===== src/rtl/hamming_scrubber.sv =====
// Background scrubber for a Hamming(7,4)-protected counter: snapshots word and parity,
// checks one nibble per cycle, repairs single-bit errors and writes the result back.
module hamming_scrubber #(
  parameter int WIDTH       = 32,
  parameter int BLOCKS      = WIDTH / 4,
  parameter int PARITY_BITS = BLOCKS * 3,
  parameter int CNT_W       = 8
) (
  input  logic                       clk_i,
  input  logic                       rst_ni,
  input  logic                       enable_i,
  input  logic                       start_i,
  input  logic [WIDTH-1:0]           counter_i,
  input  logic [PARITY_BITS-1:0]     parity_stored_i,
  output logic                       wr_req_o,
  input  logic                       wr_ack_i,
  output logic [WIDTH-1:0]           wr_data_o,
  output logic [PARITY_BITS-1:0]     wr_parity_o,
  output logic                       busy_o,
  output logic                       done_o,
  output logic                       abort_o,
  output logic                       err_valid_o,
  output logic [$clog2(BLOCKS)-1:0]  err_block_o,
  output logic [2:0]                 err_syn_o,
  output logic [CNT_W-1:0]           corr_data_cnt_o,
  output logic [CNT_W-1:0]           corr_par_cnt_o
);

  localparam int IDX_W = $clog2(BLOCKS);
  localparam logic [IDX_W-1:0] LAST_IDX = IDX_W'(BLOCKS - 1);
  localparam logic [CNT_W-1:0] CNT_MAX = '1;

  typedef enum logic [1:0] {
    IDLE  = 2'd0,
    SCAN  = 2'd1,
    WRITE = 2'd2,
    DONE  = 2'd3
  } state_t;

  state_t                 state_q, state_d;
  logic [WIDTH-1:0]       data_q, data_d;
  logic [PARITY_BITS-1:0] par_q, par_d;
  logic [IDX_W-1:0]       idx_q, idx_d;
  logic                   any_err_q, any_err_d;
  logic                   err_valid_q, err_valid_d;
  logic [IDX_W-1:0]       err_block_q, err_block_d;
  logic [2:0]             err_syn_q, err_syn_d;
  logic                   done_q, done_d;
  logic                   abort_q, abort_d;
  logic [CNT_W-1:0]       data_cnt_q, data_cnt_d;
  logic [CNT_W-1:0]       par_cnt_q, par_cnt_d;

  // Every block is decoded in parallel; the scan index picks which one commits this cycle.
  logic [PARITY_BITS-1:0] syn_all_w;
  logic [WIDTH-1:0]       fix_data_w;
  logic [PARITY_BITS-1:0] fix_par_w;
  logic [BLOCKS-1:0]      data_hit_w;
  logic [BLOCKS-1:0]      par_hit_w;

  for (genvar gi = 0; gi < BLOCKS; gi++) begin : g_blk
    logic [3:0] d;
    logic [2:0] stored;
    logic [2:0] calc;
    logic [2:0] syn;
    logic [3:0] flip_d;
    logic [2:0] flip_p;

    assign d      = data_q[4*gi +: 4];
    assign stored = par_q[3*gi +: 3];
    assign calc   = {d[0] ^ d[2] ^ d[3], d[0] ^ d[1] ^ d[3], d[0] ^ d[1] ^ d[2]};
    assign syn    = calc ^ stored;
    assign flip_d = {syn == 3'b110, syn == 3'b101, syn == 3'b011, syn == 3'b111};
    assign flip_p = {syn == 3'b100, syn == 3'b010, syn == 3'b001};

    assign syn_all_w[3*gi +: 3]  = syn;
    assign fix_data_w[4*gi +: 4] = d ^ flip_d;
    assign fix_par_w[3*gi +: 3]  = stored ^ flip_p;
    assign data_hit_w[gi]        = |flip_d;
    assign par_hit_w[gi]         = |flip_p;
  end

  logic [2:0] cur_syn;
  logic       cur_data_hit;
  logic       cur_par_hit;

  assign cur_syn      = syn_all_w[idx_q*3 +: 3];
  assign cur_data_hit = data_hit_w[idx_q];
  assign cur_par_hit  = par_hit_w[idx_q];

  always_comb begin
    state_d     = state_q;
    data_d      = data_q;
    par_d       = par_q;
    idx_d       = idx_q;
    any_err_d   = any_err_q;
    err_valid_d = 1'b0;
    err_block_d = err_block_q;
    err_syn_d   = err_syn_q;
    done_d      = 1'b0;
    abort_d     = 1'b0;
    data_cnt_d  = data_cnt_q;
    par_cnt_d   = par_cnt_q;

    case (state_q)
      IDLE: begin
        if (start_i && !enable_i) begin
          data_d    = counter_i;
          par_d     = parity_stored_i;
          idx_d     = '0;
          any_err_d = 1'b0;
          state_d   = SCAN;
        end
      end
      SCAN: begin
        // An abort wins over the block that would have been scanned this cycle.
        if (enable_i) begin
          abort_d = 1'b1;
          state_d = IDLE;
        end else begin
          data_d[idx_q*4 +: 4] = fix_data_w[idx_q*4 +: 4];
          par_d[idx_q*3 +: 3]  = fix_par_w[idx_q*3 +: 3];
          if (cur_syn != 3'b000) begin
            err_valid_d = 1'b1;
            err_block_d = idx_q;
            err_syn_d   = cur_syn;
            any_err_d   = 1'b1;
          end
          if (cur_data_hit && data_cnt_q != CNT_MAX) begin
            data_cnt_d = data_cnt_q + CNT_W'(1);
          end
          if (cur_par_hit && par_cnt_q != CNT_MAX) begin
            par_cnt_d = par_cnt_q + CNT_W'(1);
          end
          idx_d = idx_q + IDX_W'(1);
          if (idx_q == LAST_IDX) begin
            state_d = (any_err_q || cur_syn != 3'b000) ? WRITE : DONE;
          end
        end
      end
      WRITE: begin
        if (enable_i) begin
          abort_d = 1'b1;
          state_d = IDLE;
        end else if (wr_ack_i) begin
          state_d = DONE;
        end
      end
      DONE: begin
        done_d  = 1'b1;
        state_d = IDLE;
      end
      default: state_d = IDLE;
    endcase
  end

  always_ff @(posedge clk_i or negedge rst_ni) begin
    if (!rst_ni) begin
      state_q     <= IDLE;
      data_q      <= '0;
      par_q       <= '0;
      idx_q       <= '0;
      any_err_q   <= 1'b0;
      err_valid_q <= 1'b0;
      err_block_q <= '0;
      err_syn_q   <= '0;
      done_q      <= 1'b0;
      abort_q     <= 1'b0;
      data_cnt_q  <= '0;
      par_cnt_q   <= '0;
    end else begin
      state_q     <= state_d;
      data_q      <= data_d;
      par_q       <= par_d;
      idx_q       <= idx_d;
      any_err_q   <= any_err_d;
      err_valid_q <= err_valid_d;
      err_block_q <= err_block_d;
      err_syn_q   <= err_syn_d;
      done_q      <= done_d;
      abort_q     <= abort_d;
      data_cnt_q  <= data_cnt_d;
      par_cnt_q   <= par_cnt_d;
    end
  end

  // The snapshot registers double as the write-back holding registers.
  assign wr_req_o        = (state_q == WRITE);
  assign wr_data_o       = data_q;
  assign wr_parity_o     = par_q;
  assign busy_o          = (state_q != IDLE);
  assign done_o          = done_q;
  assign abort_o         = abort_q;
  assign err_valid_o     = err_valid_q;
  assign err_block_o     = err_block_q;
  assign err_syn_o       = err_syn_q;
  assign corr_data_cnt_o = data_cnt_q;
  assign corr_par_cnt_o  = par_cnt_q;

endmodule

===== config.mk =====
export PLATFORM = sky130hd
export DESIGN_NAME = hamming_scrubber
export DESIGN_NICKNAME = d
export VERILOG_FILES = /design/src/rtl/hamming_scrubber.sv
export SDC_FILE = /design/constraint.sdc
export NUM_CORES = 1
export LEC_CHECK = 0
export ABC_AREA = 1
export BUFFER_PORTS_ARGS = -buffer_cell sky130_fd_sc_hd__buf_2
export CAP_MARGIN = 5
export CELL_PAD_IN_SITES_DETAIL_PLACEMENT = 2
export CELL_PAD_IN_SITES_GLOBAL_PLACEMENT = 2
export CORE_AREA = 2 2 160 162
export CTS_CLUSTER_SIZE = 10
export DETAILED_ROUTE_END_ITERATION = 16
export DIE_AREA = 0 0 162 164
export PLACE_DENSITY_LB_ADDON = 0.25
export SYNTH_ARGS = -nofsm -noshare
export SYNTH_HDL_FRONTEND = slang
export SYNTH_SLANG_ARGS = --single-unit

===== constraint.sdc =====
create_clock -name clk_i -period 7.75 [get_ports clk_i]
set_clock_uncertainty 0.15 [all_clocks]
set_input_delay 1.1625 -clock clk_i [delete_from_list [all_inputs] [get_ports clk_i]]
set_output_delay 1.1625 -clock clk_i [all_outputs]
set_load 0.01 [all_outputs]

==> key figures, run 1 <==
Timing
  – Final setup vio count: 0
  – Slew @ Worst Pin: 0.894 ns
  – Fmax: 0.259 GHz
  – TNS Setup: 0 ns
  – Final Hold Fails: 0
  – Min Tclk post-route: around 3.9 ns
  – Hold Slack: around 0.33 ns
  – Max-Slew Margin vs Limit: approximately two fifths
  – Max Transition Viols Final: 0
  – Final period utilization: approximately half
  – RSZ-0062 raised after global routing: false

Global route
  – Pin count of the biggest net entering global routing: 78
  – GRT Overall Usage: 26.2%
  – Total congestion overflow: 0
  – Vias in the first global route: 9815
  – Initial antenna violation count: 0
  – First-pass GRT wire length: about 55 mm

Detailed routing
  – Router iterations before antenna repair: 5
  – WL/cell: 20.0 um
  – Post-Route WL: approximately 35 mm
  – DRT iter0 DRCs: 610
  – DRT antenna net count: 0
  – Vias post-DR: 9363
  – Via density: 5.42
  – # DRC: 0

Die
  – Placement Rows: 58
  – Die width: roughly 160 um
  – Chip height: ~160 um
  – Starting Density: around a third
  – DIE AREA: roughly 0.027 mm^2
  – I/O Pins: 144
  – Core Area: between 0.02 and 0.025 mm^2

Worst setup path
  – Crit-path max FO: 23
  – Kind of critical path: flip-flop to flip-flop
  – Worst-path cell chain: inv_1, ha_1, ha_1, inv_1, nor3_1, o21ai_1, a21oi_1, inv_1, a21oi_1, a22oi_1
  – WP data arrival: 3.93 ns
  – Setup crit end kind: flip-flop
  – Worst EP required: around 7.8 ns
  – CP most frequent cell: inv_1
  – Max incr delay on CP: roughly 0.76 ns
  – Startpoint types: flip-flop
  – Flop2flop setup slack: a little under 4 ns
  – Slowest CP cell: dfrtp_1

Synthesis
  – Fraction of registers with async set/reset: 100%
  – Most instantiated cells after synthesis: 377 x nand2_1, 187 x nand3_1, 116 x inv_1, 92 x a21oi_1, 87 x dfrtp_1
  – Share of the synthesized area in the top cell type: 27.6%
  – Post-synthesis net count: about 1300
  – Synthesized area: a little under 0.008 mm^2
  – Number of flops mapped to enable cells by yosys: 0
  – Sequential share of the synthesized area: between 20% and 30%
  – Synth area leaders: dfrtp_1 28%, nand2_1 18%, nand3_1 12%
  – Synth Register Bits: 87
  – Primary FF master, synth: dfrtp_1
  – Unique cell type count in the Yosys netlist: 39
  – Synth warnings: 0
  – Synth Instances: 1268
  – Top-count cell post-synth: nand2_1
  – Syn_area_per_cell: between 6 and 7 um^2
  – Yosys top cell by area: dfrtp_1

Run status
  – Status: completed

Finish
  – Final #Nets: 1469
  – Fraction of layout cells with a size suffix above 1: between 10% and 20%
  – Antenna Cells: 0
  – Fillers: 3164
  – Layout area overhead: 17.3%

Clocking
  – Worst-skew pair later-pin latency: approximately 0.36 ns
  – H-tree depth: 3
  – CTS resizes: 0
  – CTS Buf Count: 9
  – Root Driver: clkbuf_16
  – CTS max path bufs: 2
  – Clk slew on worst S/H paths: 0.07 ns
  – Hold_buf cts: 0
  – CTS tree: built
  – Setup Buffers After CTS: 0
  – # clock sinks: 87

Worst hold path
  – HP Class: flip-flop to flip-flop

Placement
  – Routability cong.: approximately 0.82
  – Port buffer count: 143
  – Hpwl dp: ~27 mm

Run
  – Max-cap viol count: 0
==> cells by family after synthesis <==
kind of cell    Yosys count  share of synthesized area, %
flops                    87                          27.6
simple gates            751                          43.4
xor+xnor                 15                          1.67
buf+inv                 182                          8.92
fa+ha+maj                14                          2.22
compound gates          219                          16.1
==> state kept, by name, summed over array words and instances, names as in the netlist <==
signal and count:
wr_data_o 32, wr_parity_o 24, any_err_q 1, err_block_o 3
corr_data_cnt_o 8, done_o 1, state_q 2, abort_o 1
err_valid_o 1, corr_par_cnt_o 8, idx_q 3, err_syn_o 3
==> layout make-up <==
class	count	area [um^2]	share of cell area, %
clock buffer	11	233	2.52
clock inverter	5	106	1.15
inverter	150	563	6.09
multi-input combinational	999	5000	54.1
sequential	87	2180	23.6
tap	330	413	4.47
timing repair buffer	147	748	8.10
==> per-layer routing <==
metal  up-vias  GRT usage [%]  wire [um]
met5         -              0          0
met3        43           3.01       1480
met1      4665           34.9      15700
met2       228           45.5      16800
met4         0           6.28        651
li1       4427              -          -
==> stage by stage <==
stage	cells	cell area (um^2)	worst slack [ns]	util, %
floorplan	1268	7880	4.76	-
global placement	1713	8900	4.22	35.9
detailed placement	1713	8900	3.97	35.9
CTS	1729	9240	3.94	37.2
global route	1729	9240	3.61	37.2
finish	1729	9240	3.89	37.2
==> critical path, delay by kind of cell, from the launching register on <==
kind | cells | cell delay, ns
buf+inv | 3 | 0.94
fa+ha+maj | 2 | 0.85
simple gates | 1 | 0.30
compound gates | 4 | 0.73
flops | 1 | 0.76
==> path summary, 6_finish.rpt <==
check	from	to	cells past startpoint
worst max-delay path	idx_q[1]	wr_data_o[16]	10
worst min-delay path	err_block_o[0]	err_block_o[0]	2
worst max register to register	idx_q[1]	wr_data_o[16]	10
worst min register to register	err_block_o[0]	err_block_o[0]	2
max in group asynchronous	rst_ni	wr_parity_o[7]	2
min in group asynchronous	rst_ni	corr_par_cnt_o[2]	1
==> placed cells by master (no fill, tap or decap), types with 4 or more instances in the layout <==
| cell type | netlist | final |
|---|---|---|
| a21boi_1 | 18 | 18 |
| a21oi_1 | 92 | 92 |
| a22oi_1 | 20 | 20 |
| a31oi_1 | 6 | 6 |
| buf_2 | 10 | 142 |
| buf_4 | 0 | 5 |
| clkbuf_16 | 0 | 9 |
| dfrtp_1 | 87 | 86 |
| ha_1 | 14 | 14 |
| inv_1 | 116 | 115 |
| inv_2 | 32 | 33 |
| nand2_1 | 377 | 377 |
| nand2_2 | 35 | 35 |
| nand3_1 | 187 | 187 |
| nand3_2 | 6 | 6 |
| nand4_1 | 18 | 18 |
| nor2_1 | 77 | 77 |
| nor2_2 | 19 | 19 |
| nor2_4 | 13 | 13 |
| nor3_1 | 12 | 12 |
| o211ai_1 | 9 | 9 |
| o21ai_0 | 50 | 50 |
| o21ai_1 | 14 | 14 |
| xnor2_1 | 4 | 4 |
| xor2_1 | 11 | 11 |
Power of run 1 is not shown: default switching activity piles up to over one toggle a cycle in this logic, so the estimate is an artifact.
==> run 2: changes to the inputs <==
--- a/config.mk
+++ b/config.mk
@@ -5,15 +5,15 @@
 export SDC_FILE = /design/constraint.sdc
 export NUM_CORES = 1
 export LEC_CHECK = 0
-export ABC_AREA = 1
+export ABC_AREA = 0
 export BUFFER_PORTS_ARGS = -buffer_cell sky130_fd_sc_hd__buf_2
 export CAP_MARGIN = 5
 export CELL_PAD_IN_SITES_DETAIL_PLACEMENT = 2
 export CELL_PAD_IN_SITES_GLOBAL_PLACEMENT = 2
-export CORE_AREA = 2 2 160 162
+export CORE_AREA = 2 2 164 166
 export CTS_CLUSTER_SIZE = 10
 export DETAILED_ROUTE_END_ITERATION = 16
-export DIE_AREA = 0 0 162 164
+export DIE_AREA = 0 0 166 168
 export PLACE_DENSITY_LB_ADDON = 0.25
 export SYNTH_ARGS = -nofsm -noshare
 export SYNTH_HDL_FRONTEND = slang
==> constraint.sdc (replaced) <==
create_clock -name clk_i -period 3.2 [get_ports clk_i]
set_clock_uncertainty 0.15 [all_clocks]
set_input_delay 0.48 -clock clk_i [delete_from_list [all_inputs] [get_ports clk_i]]
set_output_delay 0.48 -clock clk_i [all_outputs]
set_load 0.01 [all_outputs]
==> key figures, run 2 <==
Run status
  – Status: completed

Die
  – I/O Pins: 144 (unchanged)
  – DIE AREA: 0.0279 mm^2 (+5.0%)
  – Starting Density: 29.4% (-2.4 points)
  – Chip height: 168 um (+2.4%)
  – Core Area: 0.0264 mm^2 (+6.2%)
  – Placement Rows: 60 (+3.4%)
  – Die width: 166 um (+2.5%)

Synthesis
  – Combinational family with the most area after synthesis: compound AO/OA/AOI/OAI gates
  – Synth Register Bits: 87 (unchanged)
  – Synthesized area: 0.00774 mm^2 (-1.7%)
  – Synth warnings: 0 (unchanged)
  – Top-count cell post-synth: o21ai_0
  – Share of the synthesized area in the top cell type: 28.1% (+0.49 points)
  – Synth area leaders: dfrtp_1 28%, xnor2_1 11%, o21ai_0 6.5%
  – Fraction of registers with async set/reset: 100% (unchanged)
  – Post-synthesis compound-gate area fraction: 21.2% (+5.1 points)
  – Synth Instances: 935 (-26%)
  – Post-synthesis net count: 1010 (-25%)
  – Simple-Gate Fraction of Synth Area: 20.4% (-23 points)
  – Primary FF master, synth: dfrtp_1
  – Unique cell type count in the Yosys netlist: 77 (+97%)
  – Syn_area_per_cell: 8.28 um^2 (+33%)
  – Yosys top cell by area: dfrtp_1
  – Mux cell area share after synthesis: 3.70% (+3.7 points)
  – Synth Area in XOR/XNOR: 19.3% (+18 points)
  – Sequential share of the synthesized area: 28.1% (+0.49 points)
  – Most instantiated cells after synthesis: 101 x o21ai_0, 99 x xnor2_1, 87 x dfrtp_1, 81 x a21oi_1, 54 x nand2_1
  – Number of flops mapped to enable cells by yosys: 0 (unchanged)
  – Adder-Cell Fraction of Synth Area: 2.52% (+0.30 points)

Placement
  – Port buffer count: 143 (unchanged)
  – Routability cong.: 0.904 (+10%)
  – Dpl ws: -0.0386 ns (-4.00 ns)
  – Post-DP Area: 0.00927 mm^2 (+4.2%)
  – Placed Cells: 1438 (-16%)
  – Hpwl dp: 26.7 mm (-2.3%)

Timing
  – Final setup vio count: 0 (unchanged)
  – Max Transition Viols Final: 0 (unchanged)
  – Fmax: 0.320 GHz (+23%)
  – RSZ-0062 raised after global routing: true
  – Slew @ Worst Pin: 0.870 ns (-0.0236 ns)
  – Min Tclk post-route: 3.13 ns (-0.732 ns)
  – Max-Slew Margin vs Limit: 41.7% (+1.3 points)
  – Final Hold Fails: 0 (unchanged)
  – Final period utilization: 97.7% (+48 points)
  – Hold Slack: 0.0269 ns (-0.304 ns)
  – Final setup margin: 0.0745 ns (-3.82 ns)

Finish
  – Final Instance Area: 0.00971 mm^2 (+5.0%)
  – Commonest non-fill, non-tap cell in the layout: buf_2
  – Max FFs per register: 32 (unchanged)
  – Final #Nets: 1184 (-19%)
  – Finished Layout Cells: 1456 (-16%)
  – Fraction of layout cells with a size suffix above 1: 26.1% (+6.2 points)
  – Layout area overhead: 25.4%
  – Most frequent cells in the layout: 142 x buf_2, 101 x o21ai_0, 88 x xnor2_1

Worst setup path
  – Flop2flop setup slack: 0.07 ns (-3.82 ns)
  – Kind of critical path: flip-flop to flip-flop
  – RR Startpoint: wr_data_o[30]
  – Crit-path max FO: 4 (-83%)
  – Reg2reg path depth: 9 (-1)
  – Setup crit end kind: flip-flop
  – Launch point of the worst path: wr_data_o[30]
  – Reg-to-Reg End: wr_data_o[16]
  – Worst EP required: 3.32 ns (-4.51 ns)
  – Worst Setup EP: wr_data_o[16]
  – WP data arrival: 3.24 ns (-0.69 ns)
  – Startpoint types: flip-flop

Detailed routing
  – Via density: 5.53 (+2.1%)
  – Vias post-DR: 8048 (-14%)
  – DRT antenna net count: 0 (unchanged)
  – Post-Route WL: 34.1 mm (-1.7%)
  – # DRC: 0 (unchanged)
  – Router iterations before antenna repair: 5 (unchanged)
  – WL/cell: 23.4 um (+17%)
  – DRT iter0 DRCs: 473 (-22%)

Clocking
  – Worst-skew pair later-pin latency: 0.35 ns (about the same)
  – # clock sinks: 87 (unchanged)
  – Clk slew on worst S/H paths: 0.07 ns (about the same)
  – H-tree depth: 3 (unchanged)
  – CTS tree: built
  – Hold_buf cts: 0 (unchanged)
  – CTS Buf Count: 9 (unchanged)
  – Root Driver: clkbuf_16
  – CTS max path bufs: 2 (unchanged)

Global route
  – Pin count of the biggest net entering global routing: 51 (-35%)
  – Vias in the first global route: 8316 (-15%)
  – First-pass GRT wire length: 52.0 mm (-4.7%)
  – Total congestion overflow: 0 (unchanged)
  – Initial antenna violation count: 1 (+1)
  – GRT Overall Usage: 24.1% (-2.1 points)

Run
  – Max-cap viol count: 0 (unchanged)

Worst hold path
  – HP Class: primary input to async pin
[run 2: cell count changes in the layout (fill, tap and decap cells not counted), moves of 35 or more]
cell,change
nand3_1,-136
xnor2_1,+84
o21ai_0,+51
nand2_1,-323
nand2_2,-35
buf_4,+69
inv_1,-87
[run 2: layout make-up]
type / instances / area, um^2
antenna: 1 / 2.50
clock buffer: 10 / 239
clock inverter: 6 / 45.0
fill: 3040 / 16600
inverter: 30 / 113
multi-input combinational: 761 / 5360
sequential: 87 / 2180
tap: 341 / 427
timing repair buffer: 220 / 1350
[run 2: metal layers]
metal,track usage (%),routed length (um),up-vias
met3,2.68,1150,47
li1,-,-,3709
met1,33.6,16100,4100
met4,9.45,1180,0
met2,38.4,15600,192
met5,0,0,-
[run 2: worst min-delay path by stage]
stage	depth (start not counted)	slack, ns	to
after global placement	1	0.32	corr_data_cnt_o[6]
after global routing	1	0.08	wr_data_o[31]
after floorplan	0	0.03	abort_o
final	1	0.03	wr_data_o[26]
after detailed placement	1	0.33	corr_data_cnt_o[4]
after CTS	1	0.05	wr_data_o[26]
[run 2: repair_timing]
item	CTS	global route
gates resized for setup	1	20
setup endpoints to repair	7	40
setup buffers	0	1
pin swaps	0	2
[run 2: critical path: stages, from the launching register on]
cell and delay, ns:
dfrtp_1 0.40, buf_4 0.17, xnor2_1 0.35, xor2_1 0.37, nand3_1 0.15, xnor2_1 0.20
mux2i_1 0.13, o2111ai_1 0.43, nand2_1 0.41, o21ai_0 0.27
[run 2: cell families (layout without fill, tap and decap cells)]
group           after synthesis  after routing
other cells                   0              1
xor+xnor                    158            158
compound gates              271            271
flops                        87             87
simple gates                295            295
fa+ha+maj                    16             16
mux                          21             21
buf+inv                      87            266
[run 2: through the flow]
stage	utilization, %	setup TNS, ns
2_1_floorplan	-	-0.00474
3_3_place_gp	35.2	0
3_5_place_dp	35.2	-0.0860
4_1_cts	36.3	0
5_1_grt	36.8	-0.0109
6_report	36.8	0
Power of run 2 is left out for the same reason.
==> run 3: changes to the inputs <==
==> constraint.sdc (replaced) <==
create_clock -name clk_i -period 2.7 [get_ports clk_i]
set_clock_uncertainty 0.15 [all_clocks]
set_input_delay 0.405 -clock clk_i [delete_from_list [all_inputs] [get_ports clk_i]]
set_output_delay 0.405 -clock clk_i [all_outputs]
set_load 0.01 [all_outputs]
==> key figures, run 3 (synthesized netlist as in run 2, its figures left out) <==
Finish
  – Final Instance Area: 0.0133 mm^2 (+37%)
  – Most frequent cells in the layout: 272 x buf_4, 142 x buf_2, 70 x dfrtp_1
  – Commonest non-fill, non-tap cell in the layout: buf_4
  – Max FFs per register: 32 (unchanged)
  – Antenna Cells: 0 (-1)
  – Post-Route Utilization: 50.6% (+14 points)
  – Fillers: 2749 (-9.6%)
  – Fraction of layout cells with a size suffix above 1: 54.5% (+28 points)
  – Final #Nets: 1429 (+21%)
  – Layout area overhead: 72.3%

Placement
  – Hpwl dp: 30.6 mm (+14%)
  – Port buffer count: 143 (unchanged)
  – Post-DP Area: 0.0106 mm^2 (+15%)
  – Routability cong.: 0.890 (-1.5%)

Worst setup path
  – Startpoint types: flip-flop
  – Crit-path max FO: 5 (+1)
  – Worst EP required: 2.79 ns (-0.53 ns)
  – Setup crit end kind: flip-flop
  – WP data arrival: 3.15 ns (-0.09 ns)
  – Kind of critical path: flip-flop to flip-flop
  – Reg2reg path depth: 13 (+4)

Detailed routing
  – DRT antenna net count: 0 (unchanged)
  – Vias post-DR: 10371 (+29%)
  – Router iterations before antenna repair: 4 (-1)
  – # DRC: 0 (unchanged)
  – DRT iter0 DRCs: 787 (+66%)
  – Via density: 6.10 (+10%)
  – WL/cell: 32.6 um (+39%)
  – Post-Route WL: 55.5 mm (+63%)

Timing
  – Min Tclk post-route: 3.06 ns (-0.0654 ns)
  – Slew @ Worst Pin: 0.853 ns (-0.0169 ns)
  – Final Hold Fails: 0 (unchanged)
  – Final setup vio count: 75 (+75)
  – Max Transition Viols Final: 0 (unchanged)
  – Max-Slew Margin vs Limit: 42.7% (+0.95 points)
  – Final period utilization: 113% (+16 points)
  – Fmax: 0.327 GHz (+2.1%)
  – Final setup margin: -0.360 ns (-0.435 ns)
  – RSZ-0062 raised after global routing: true

Global route
  – Vias in the first global route: 10813 (+30%)
  – First-pass GRT wire length: 68.3 mm (+31%)
  – Initial antenna violation count: 0 (-1)
  – Total congestion overflow: 0 (unchanged)
  – Pin count of the biggest net entering global routing: 55 (+7.8%)
  – GRT Overall Usage: 32.0% (+7.9 points)

Worst hold path
  – HP Class: primary input to flip-flop
  – Hold path cells: 3

Clocking
  – Root Driver: clkbuf_16
  – # clock sinks: 87 (unchanged)
  – Worst-skew pair later-pin latency: 0.38 ns (+0.03 ns)
  – CTS max path bufs: 2 (unchanged)
  – CTS tree: built
  – CTS Buf Count: 9 (unchanged)
  – H-tree depth: 3 (unchanged)
  – Clk slew on worst S/H paths: 0.08 ns (about the same)

Die
  – DIE AREA: 0.0279 mm^2 (unchanged)
  – Core Area: 0.0264 mm^2 (unchanged)
  – Die width: 166 um (unchanged)
  – I/O Pins: 144 (unchanged)
  – Placement Rows: 60 (unchanged)
  – Chip height: 168 um (unchanged)
  – Starting Density: 29.4% (unchanged)

Run
  – Max-cap viol count: 0 (unchanged)

Run status
  – Status: finished with violations
  – Violated checks: negative setup slack
## run 3: metrics by stage
stage	hold slack, ns	setup slack, ns	instances	setup TNS [ns]
CTS	0.143	-0.167	1662	-2.13
global placement	0.324	-0.343	1620	-5.44
floorplan	-0.0406	-0.0243	935	-0.0243
detailed placement	0.334	-0.388	1620	-11.55
global route	0.141	-0.395	1700	-19.63
finish	0.143	-0.360	1700	-16.35
## run 3: final cells by class
type	count	area, um^2	share of cell area (%)
Multi-Input combinational cell	761	6920	51.9
Timing Repair Buffer	465	3380	25.3
Sequential cell	87	2200	16.5
Tap cell	341	427	3.20
Clock buffer	10	239	1.79
Inverter	30	113	0.844
Clock inverter	6	66.3	0.497
## run 3: layer usage
| layer | wire length (um) | track usage, % |
|---|---|---|
| met2 | 26700 | 54.6 |
| met1 | 21800 | 39.3 |
| met4 | 3220 | 14.9 |
| met3 | 3800 | 5.67 |
| met5 | 0 | 0 |
## run 3: worst paths after layout
path	startpoint	end	slack, ns
min in group asynchronous	rst_ni	wr_data_o[30]	0.49
worst min-delay path	parity_stored_i[19]	wr_parity_o[19]	0.14
worst max-delay path	wr_data_o[4]	wr_data_o[2]	-0.36
worst max register to register	wr_data_o[4]	wr_data_o[2]	-0.36
worst min register to register	corr_par_cnt_o[5]	corr_par_cnt_o[5]	0.35
max in group asynchronous	rst_ni	wr_data_o[8]	1.03
## run 3: critical path: stages (launching register included)
cell	delay, ns
dfrtp_2	0.49
buf_12	0.16
xnor2_4	0.13
buf_6	0.14
xnor2_4	0.25
buf_4	0.17
buf_4	0.12
nor3_4	0.04
xnor2_2	0.12
a22oi_1	0.37
o211ai_1	0.26
o311ai_4	0.15
buf_6	0.25
o221ai_2	0.12
## run 3: repair_timing
item / 4_1_cts / 5_1_grt
cloned: 0 / 1
pin swaps: 51 / 84
resized for setup: 165 / 236
buffers inserted: 27 / 40
setup endpoints to repair: 72 / 79
hold buffers: 1 / 0
hold endpoints to repair: 23 / 0
Power of run 3 is left out for the same reason.
